$ cat src/rtl/captura_resultado.sv
// Result capture FIFO for the 2-bit subtractor: buffers {TS,S}, decodes the head entry to magnitude/7-segment.
// Optional CAPTURA_ESTATISTICA_EN adds a saturating count of negative results popped (contador_neg).
module captura_resultado #(
    parameter int PROFUNDIDADE = 4
) (
    input  logic       clk,
    input  logic       rst_n,
    input  logic       in_valid,
    output logic       in_ready,
    input  logic [1:0] S,
    input  logic       TS,
    output logic       out_valid,
    input  logic       out_ready,
    output logic [2:0] valor,
    output logic       negativo,
    output logic [1:0] magnitude,
    output logic [6:0] seg,
    output logic [4:0] contagem,
    output logic       estouro,
    input  logic       limpa
`ifdef CAPTURA_ESTATISTICA_EN
    ,
    output logic [7:0] contador_neg
`endif
);

    localparam int PW = (PROFUNDIDADE > 1) ? $clog2(PROFUNDIDADE) : 1;
    localparam logic [4:0] CHEIO = 5'(PROFUNDIDADE);

    logic [2:0]    mem [PROFUNDIDADE];
    logic [PW-1:0] wr_ptr;
    logic [PW-1:0] rd_ptr;
    logic [2:0]    head;
    logic          push;
    logic          pop;

    assign in_ready  = (contagem < CHEIO);
    assign out_valid = (contagem != '0);
    assign push      = in_valid && in_ready;
    assign pop       = out_valid && out_ready;
    assign head      = mem[rd_ptr];

    // Power-of-two depth lets the pointers wrap by natural overflow.
    always_ff @(posedge clk or negedge rst_n) begin
        if (!rst_n) begin
            wr_ptr   <= '0;
            rd_ptr   <= '0;
            contagem <= '0;
        end else begin
            if (push) wr_ptr <= wr_ptr + PW'(1);
            if (pop)  rd_ptr <= rd_ptr + PW'(1);
            case ({push, pop})
                2'b10:   contagem <= contagem + 5'd1;
                2'b01:   contagem <= contagem - 5'd1;
                default: contagem <= contagem;
            endcase
        end
    end

    always_ff @(posedge clk) begin
        if (push) mem[wr_ptr] <= {TS, S};
    end

    // Overflow set takes priority over a same-cycle clear.
    always_ff @(posedge clk or negedge rst_n) begin
        if (!rst_n)                     estouro <= 1'b0;
        else if (in_valid && !in_ready) estouro <= 1'b1;
        else if (limpa)                 estouro <= 1'b0;
    end

`ifdef CAPTURA_ESTATISTICA_EN
    always_ff @(posedge clk or negedge rst_n) begin
        if (!rst_n)                                   contador_neg <= '0;
        else if (limpa)                               contador_neg <= '0;
        else if (pop && head[2] && contador_neg != '1) contador_neg <= contador_neg + 8'd1;
    end
`endif

    always_comb begin
        valor     = '0;
        negativo  = 1'b0;
        magnitude = '0;
        seg       = 7'h7F;
        if (out_valid) begin
            valor    = head;
            negativo = head[2];
            case (head)
                3'b000:  magnitude = 2'd0;
                3'b001:  magnitude = 2'd1;
                3'b010:  magnitude = 2'd2;
                3'b011:  magnitude = 2'd3;
                3'b100:  magnitude = 2'd3;
                3'b101:  magnitude = 2'd3;
                3'b110:  magnitude = 2'd2;
                default: magnitude = 2'd1;
            endcase
            case (magnitude)
                2'd0:    seg = 7'h40;
                2'd1:    seg = 7'h79;
                2'd2:    seg = 7'h24;
                default: seg = 7'h30;
            endcase
        end
    end

endmodule

$ cat config.mk
export PLATFORM = sky130hd
export DESIGN_NAME = captura_resultado
export DESIGN_NICKNAME = d
export VERILOG_FILES = /design/src/rtl/captura_resultado.sv
export SDC_FILE = /design/constraint.sdc
export NUM_CORES = 1
export LEC_CHECK = 0
export ABC_AREA = 0
export BUFFER_PORTS_ARGS = -buffer_cell sky130_fd_sc_hd__clkbuf_2
export CAP_MARGIN = 20
export CORE_ASPECT_RATIO = 1.5
export CORE_MARGIN = 3
export CORE_UTILIZATION = 40
export DETAILED_ROUTE_END_ITERATION = 10
export SYNTH_ARGS = -nofsm -noshare
export SYNTH_HDL_FRONTEND = slang
export SYNTH_SLANG_ARGS = --single-unit
$ cat constraint.sdc
create_clock -name clk -period 3.75 [get_ports clk]
set_input_delay 0 -clock clk [delete_from_list [all_inputs] [get_ports clk]]
set_output_delay 0 -clock clk [all_outputs]
set_load 0.01 [all_outputs]
==> run metrics <==
type of the worst min-delay path=in -> reg; largest net degree at the start of global routing=14; Max Clock Freq=327 MHz; Worst-Skew Late Latency=0.26 ns; drt drc=0; GRT Residual Overflow=0; DR pass1 iterations=4; Synth Register Bits=22; setup violators final=0; hold buffer count at cts=5; DIE WIDTH=51.0 um; Hold Fails Final Rpt=0; Die Y=73.4 um; P_leak=0.680 nW; Final Skew=0.00302 ns; Avg WL per Cell=13.4 um; Synth cell types=32; number of flops mapped to enable cells by yosys=12; crit path launch=contagem[2]; part of the cycle the worst path needs=81.6%; setup ws final=0.690 ns; CTS tree=done; status=finished, final reports clean; Max Cap Viol=0; CTS resizes=0; vias in the first global route=911; Syn Std Cell Area=1210 sq um; mean post-synth cell area=11.7 sq um; Final min period=3.06 ns; RSZ-0062 raised after global routing=false; deepest clock path buffer count=2; area occupied by multi-input gates=533 sq um; Max VDD drop=0.641 mV; I/O pins=29; RR Startpoint=contagem[2]; Inserted Clock Buffers=3; Hold Crit Start=out_ready; DR iter-0 viols=16; Worst setup EP type=flip-flop; Ys Warns=0; gr usage total=14.3%; kind of critical path=reg -> reg; Synth async-reset ratio=45.5%; die area=3740 sq um; post-synth net total=120; Sequential Area=611 sq um; first-pass GRT wire length=4090 um; htree depth=1; cell area after layout=1480 sq um; initial antenna violation count=0; initial core utilization=43.4%; worst reg-to-reg setup slack=0.69 ns; Setup WS pre-CTS=0.697 ns; detailed-placement wirelength estimate=1840 um; total wire length=2300 um; post-CTS setup buffer count=0; total negative slack=0 ns; Final Max Slew Viols=0; I/O Buffers=28; Inserted Diodes=0; RePlAce Congestion=0.814; Layout Area Growth over Synthesis=22.2%; share of cells above drive strength 1=31.1%; crit path max fanout=9; WP data required=3.94 ns; Cells after Synth=104; vias=874; Fill cells=271; number of routed nets with antenna violations=0; PwrDens=812 nW/um^2; Critical Path Source Type=flip-flop; Top FF cell, synth=edfxtp_1; WP data arrival=3.25 ns; final core utilization=53.1%; Clock Pin Slew Worst Setup and Hold Paths=0.08 ns; DR vias/cell=5.08; CTS sink cnt=22; Rows=23; root buf cell=clkbuf_8; placed instance area=1360 sq um; relative slew slack=79.0%; core area=2790 sq um; sequential share of the synthesized area=50.4%; Final nets=152; Worst-Margin Slew=0.311 ns
-- metrics by stage --
step	cells	hold WS (ns)	power (mW)
2_1_floorplan	104	-0.296	0.814
3_3_place_gp	163	-0.110	0.977
3_5_place_dp	163	-0.110	0.991
4_1_cts	172	0.0364	1.22
5_1_grt	172	0.0666	1.30
6_report	172	0.0343	1.20
-- cells by family after synthesis --
logic type	after synthesis	synth area share (%)
AND/OR/NAND/NOR	33	15.5
buffers and inverters	14	5.68
AO/OA/AOI/OAI	14	7.02
multiplexers	5	7.43
XOR/XNOR	8	5.78
flip-flops	22	50.4
adder cells (fa/ha/maj)	8	8.26
-- layer usage --
layer,vias to the layer above,GRT usage [%],share of wire (%)
met2,22,25.8,54
met1,426,17.1,41
met4,0,4.79,0.74
met3,2,2.23,4.1
met5,-,0,0
li1,424,-,-
-- synthesized netlist by cell type (2+ instances only) --
master | n | area share (%)
ha_1 | 8 | 8.3
nand2_1 | 9 | 2.8
a211oi_1 | 2 | 1.2
and3_1 | 4 | 2.1
a21oi_1 | 4 | 1.7
edfxtp_1 | 12 | 30
buf_4 | 2 | 1.2
and2_1 | 2 | 1.0
clkbuf_1 | 2 | 0.62
inv_1 | 8 | 2.5
xnor2_1 | 6 | 4.3
o21ai_0 | 5 | 2.1
mux4_2 | 3 | 5.6
nor2_1 | 6 | 1.9
mux2_2 | 2 | 1.9
dfrtp_1 | 10 | 21
nand2b_1 | 2 | 1.0
and2_2 | 2 | 1.2
xor2_1 | 2 | 1.4
-- state kept, by name, summed over array words and instances, names as in the netlist --
signal and cells:
contagem 5, estouro 1, mem 12, rd_ptr 2, wr_ptr 2
-- cells in the final DEF (no fill, tap or decap), types with 3 or more instances in the layout --
cell type / count
o21ai_0: 5
a21oi_1: 4
dlygate4sd3_1: 5
nand2_1: 9
xnor2_1: 6
nor2_1: 6
inv_1: 8
and3_1: 4
edfxtp_1: 12
clkbuf_2: 28
ha_1: 8
dfrtp_1: 10
clkbuf_8: 3
mux4_2: 3
-- where the power goes --
part           switching (mW)  internal, mW  leakage [nW]  total [mW]
clock                  0.0781         0.142        0.0357       0.221
sequential             0.0827         0.317         0.224       0.400
combinational           0.303         0.280         0.421       0.583
total                   0.464         0.739         0.680        1.20
-- path summary, 6_finish.rpt --
path / cells after the start / to
max: 10 / contagem[4]
min: 3 / rd_ptr[1]
max reg2reg: 10 / contagem[4]
min reg2reg: 1 / contagem[4]
max in group asynchronous: 2 / contagem[2]
min in group asynchronous: 2 / wr_ptr[1]
-- worst max-delay path: stages (launching register included) --
cell	delay (ns)
dfrtp_1	0.46
or3_4	0.40
or3_1	0.43
and2_4	0.22
ha_1	0.29
xor2_1	0.19
ha_1	0.23
o21a_1	0.19
and4b_2	0.21
a211oi_1	0.22
xnor2_1	0.15
-- layout make-up --
class | instances | area share, %
multi-input cells | 68 | 36.0
inverters | 8 | 2.03
flip-flops and latches | 22 | 41.2
repair buffers | 33 | 12.8
well taps | 37 | 3.13
clock inverters | 1 | 2.03
clock buffers | 3 | 2.79
Note: power is estimated with default switching activity, not from simulation.
